## src/rtl/mult_ctrl_pkg.sv

```systemverilog
// mult_ctrl_pkg: shared state encoding and width helpers for the shift-add multiplier controller
package mult_ctrl_pkg;

    typedef enum logic [2:0] {
        IDLE  = 3'd0,
        LOAD  = 3'd1,
        SHIFT = 3'd2,
        TEST  = 3'd3,
        DONE  = 3'd4
    } state_t;

    function automatic int op_width(input int width);
        return (width - 1) / 2;
    endfunction

    function automatic int step_width(input int width);
        return $clog2(op_width(width) + 1);
    endfunction

endpackage

```

## src/rtl/mult_step_counter.sv

```systemverilog
// mult_step_counter: counts completed shifts and flags the shift that will complete the operand
module mult_step_counter #(
    parameter int N = 16,
    parameter int W = 5
) (
    input  logic         Clk,
    input  logic         Reset,
    input  logic         clr,
    input  logic         inc,
    output logic [W-1:0] count,
    output logic         tc
);

    // tc looks ahead: it is high when the pending increment brings the count to N
    assign tc = (count + W'(1)) == W'(N);

    // clear wins over increment so an abort during SHIFT leaves the count at zero
    always_ff @(posedge Clk or posedge Reset) begin
        if (Reset)
            count <= '0;
        else if (clr)
            count <= '0;
        else if (inc)
            count <= count + W'(1);
    end

endmodule

```

## src/rtl/mult_ctrl.sv

```systemverilog
// mult_ctrl: control FSM for a shift-add multiplier sequencing load, shift and add strobes
module mult_ctrl
    import mult_ctrl_pkg::*;
#(
    parameter int WIDTH = 33,
    localparam int N = op_width(WIDTH),
    localparam int SW = step_width(WIDTH)
) (
    input  logic          Clk,
    input  logic          Reset,
    input  logic          Start,
    input  logic          Abort,
    input  logic          Lsb,
    output logic          Load,
    output logic          Sh,
    output logic          Ad,
    output logic          Busy,
    output logic          Done,
    output logic [SW-1:0] Step
);

    state_t state;
    state_t next;
    logic   tc;
    logic   clr;
    logic   inc;

    // next state: Abort only matters while busy, and DONE always returns to IDLE
    always_comb begin
        next = state == IDLE  ? (Start && !Abort ? LOAD : IDLE)
             : state == DONE  ? IDLE
             : Abort          ? IDLE
             : state == LOAD  ? SHIFT
             : state == SHIFT ? (tc ? DONE : TEST)
             : state == TEST  ? SHIFT
             : IDLE;
    end

    // state register
    always_ff @(posedge Clk or posedge Reset) begin
        if (Reset)
            state <= IDLE;
        else
            state <= next;
    end

    // strobes decoded straight from the state; Ad is Mealy on the current multiplier bit
    always_comb begin
        Load = state == LOAD;
        Sh   = state == SHIFT;
        Ad   = state == TEST && Lsb;
        Busy = state == LOAD || state == SHIFT || state == TEST;
        Done = state == DONE;
        clr  = (state == IDLE && Start && !Abort) || (Busy && Abort);
        inc  = state == SHIFT && !Abort;
    end

    mult_step_counter #(.N(N), .W(SW)) u_step (
        .Clk   (Clk),
        .Reset (Reset),
        .clr   (clr),
        .inc   (inc),
        .count (Step),
        .tc    (tc)
    );

endmodule

```

## config.mk

```make
export PLATFORM = sky130hd
export DESIGN_NAME = mult_ctrl
export DESIGN_NICKNAME = d
export VERILOG_FILES = /design/src/rtl/mult_ctrl_pkg.sv /design/src/rtl/mult_step_counter.sv /design/src/rtl/mult_ctrl.sv
export SDC_FILE = /design/constraint.sdc
export NUM_CORES = 1
export LEC_CHECK = 0
export ABC_CLOCK_PERIOD_IN_PS = 2700
export CAP_MARGIN = 20
export CELL_PAD_IN_SITES_DETAIL_PLACEMENT = 1
export CELL_PAD_IN_SITES_GLOBAL_PLACEMENT = 2
export CORE_UTILIZATION = 34
export DETAILED_ROUTE_END_ITERATION = 6
export DONT_BUFFER_PORTS = 1
export PLACE_DENSITY_LB_ADDON = 0.3
export SLEW_MARGIN = 25
export SYNTH_ARGS = -nofsm -noshare
export SYNTH_HDL_FRONTEND = slang
export SYNTH_HIERARCHICAL = 1
export SYNTH_SLANG_ARGS = --single-unit
```

## constraint.sdc

```tcl
create_clock -name Clk -period 2.7 [get_ports Clk]
set_clock_uncertainty 0.2 [all_clocks]
set_input_delay 0.54 -clock Clk [delete_from_list [all_inputs] [get_ports Clk]]
set_output_delay 0.54 -clock Clk [all_outputs]
set_load 0.1 [all_outputs]
```

==> results.py <==
metrics = {
    "status": {
        "status": "finished, final reports clean",
    },
    "layout": {
        "fillers": 131,
        "area_growth_pct": 29.9,
        "regArea_um2": 200,
        "final_cell_mix": "10 x buf_4, 8 x dfrtp_1, 6 x nor2_1",
        "multiInputGateArea_um2": 239,
        "fin_cells": 75,
        "drive_above_1_share_pct": 27.9,
        "diodes": 0,
        "layout.nets": 69,
        "final_common_cell": "buf_4",
    },
    "floorplan": {
        "fp.dieW_um": 38.1,
        "start_util_pct": 38.3,
        "die-area_mm2": 0.00145,
        "design.core.area_mm2": 0.00116,
        "ioPinCount": 15,
        "placementRows": 12,
        "die_h_um": 38.1,
    },
    "critical_path": {
        "end_kind": "output pin",
        "slowest_stage": "dfrtp_1",
        "r2r_slack_ns": 0.67,
        "worstReg2RegEnd": "u_step/count[4]$_DFFE_PP0P_",
        "r2r-start": "state[2]$_DFF_PP0_",
        "cp.arrival_ns": 1.37,
        "slowest_delay_ns": 0.46,
        "crit_start": "state[2]$_DFF_PP0_",
        "reg2reg_depth": 5,
        "worstPathMaxFanout": 7,
        "start_kind": "flip-flop",
        "path_cells": "nand2b_1 > nor2_2 > buf_4",
        "required_ns": 1.96,
        "critPathKind": "flip-flop to output pin",
        "endpoint": "Ad",
    },
    "sta": {
        "fin_tns_setup_ns": 0,
        "rsz0062_at_grt": "false",
        "holdWs_ns": 0.154,
        "hold_violations": 0,
        "worstMarginPinSlew_ns": 0.696,
        "layout_setup_ws_ns": 0.589,
        "setup_viol": 0,
        "report.final.slew_viol_count": 0,
        "fin_crit_sh_pct": 78.2,
        "layout_min_cycle_time_ns": 2.11,
        "fmax_mhz": 474,
        "relSlewSlack_pct": 53.3,
    },
    "global_routing": {
        "globalRouteTotalUtil_pct": 18.5,
        "antenna_found_initial": 0,
        "overflow": 0,
        "grt_pass1_vias": 425,
        "grt_pass1_wl_um": 1780,
        "grt_start_max_net_pins": 10,
    },
    "place": {
        "io_buffer_count": 0,
        "place_congestion": 0.743,
        "place_ws_ns": 0.679,
        "place_inst": 71,
        "place_hpwl_um": 868,
    },
    "clock_tree": {
        "cts_buffers": 3,
        "clockBufferDepth": 2,
        "h-tree-depth": 1,
        "ctsResizeCount": 0,
        "clk_pin_slew_ns": 0.05,
        "cts_tree": "yes",
        "clock-root-buffer": "clkbuf_4",
        "clkLatencyLatePin_ns": 0.25,
        "cts_sinks": 8,
    },
    "drt": {
        "vias": 406,
        "wl_per_cell_um": 14.0,
        "viasPerCell": 5.41,
        "drtPass1Iterations": 5,
        "final_antenna_net_count": 0,
        "drtIter0Drc": 9,
        "drc": 0,
        "route.final.wire_length_um": 1050,
    },
    "power": {
        "p_total_uw": 350,
        "ir_worst_vdd_uv": 228,
        "p_per_area_mw_per_mm2": 607,
        "p_leak_nw": 0.265,
    },
    "synthesis": {
        "syn_inst": 48,
        "ys_seq_elements": 8,
        "post_synth.cell_area_avg_um2": 9.23,
        "synth_ff_type": "dfrtp_1",
        "yosys_warnings": 6,
        "async_flop_share_pct": 100,
        "synth_cell_type_count": 21,
        "netlist_area_um2": 443,
        "yosysSeqAreaShare_pct": 45.2,
        "syn-num-nets": 54,
        "synth_edf_count": 0,
    },
    "worst_hold_path": {
        "min_path_cells": 1,
        "hp-class": "input port to flip-flop",
    },
    "run": {
        "max_cap_violations": 0,
    },
}
==> critical path: cells and delay by family (launching register included) <==
family	cells	cell delay (ns)
and+or+nand+nor	2	0.38
DFF	1	0.46
buffers and inverters	1	0.29
==> where the power goes <==
part	switching, mW	total, mW	internal [mW]
sequential	0.0107	0.137	0.127
combinational	0.0962	0.122	0.0258
clock	0.0394	0.0902	0.0508
total	0.146	0.350	0.203
==> sequential cells by signal (all words and copies together) (netlist names) <==
signal,count
u_step/count,5
state,3
==> per-stage QoR <==
step	instance area, um^2	utilization [%]
3_3_place_gp	543	47.0
4_1_cts	576	49.8
5_1_grt	576	49.8
2_1_floorplan	448	-
6_report	576	49.8
3_5_place_dp	543	47.0
==> cells in the mapped netlist, types with 2 or more instances <==
library cell	instances	area share [%]
nor2_1	9	7.6
dfrtp_1	8	45
nand2_1	4	3.4
inv_1	3	2.5
nand2b_1	3	4.2
xor2_1	3	5.9
a21oi_1	2	2.3
nand4_1	2	2.8
nor3_1	2	2.3
==> kinds of logic after synthesis <==
| family | Yosys count | share of synthesized area [%] |
|---|---|---|
| buffers and inverters | 4 | 5.08 |
| AOI/OAI and AO/OA | 5 | 7.06 |
| and+or+nand+nor | 25 | 29.7 |
| DFF | 8 | 45.2 |
| muxes | 1 | 2.26 |
| adders and majority gates | 1 | 2.82 |
| xor gates and xnor gates | 4 | 7.91 |
==> layer usage <==
metal  vias to the layer above  share of wire (%)  track usage, %
li1                        193                  -               -
met1                       200                 39            20.0
met4                         0                  0            10.7
met3                         0                4.9            6.98
met5                         -                  0               0
met2                        13                 56            30.5
==> how the worst min path moves through the flow <==
| stage | from | slack, ns | end |
|---|---|---|---|
| 6_report | Abort | 0.15 | state[1]$_DFF_PP0_ |
| 4_1_cts | Abort | 0.14 | state[2]$_DFF_PP0_ |
| 3_5_place_dp | Reset | 0.12 | state[0]$_DFF_PP0_ |
| 2_1_floorplan | Reset | 0.09 | state[0]$_DFF_PP0_ |
| 5_1_grt | Abort | 0.15 | state[1]$_DFF_PP0_ |
| 3_3_place_gp | Reset | 0.11 | state[0]$_DFF_PP0_ |
==> area by class of cell <==
cell class	count	area share (%)
Clock buffer	3	3.91
Inverter	3	1.96
Multi-Input combinational cell	36	41.5
Sequential cell	8	34.8
Tap cell	14	3.04
Timing Repair Buffer	11	14.8
==> timing repair <==
item	4_1_cts	5_1_grt
buffers inserted	0	0
hold buffers	1	0
hold endpoints to repair	8	0
No activity file was read; power rests on OpenSTA's default activity.
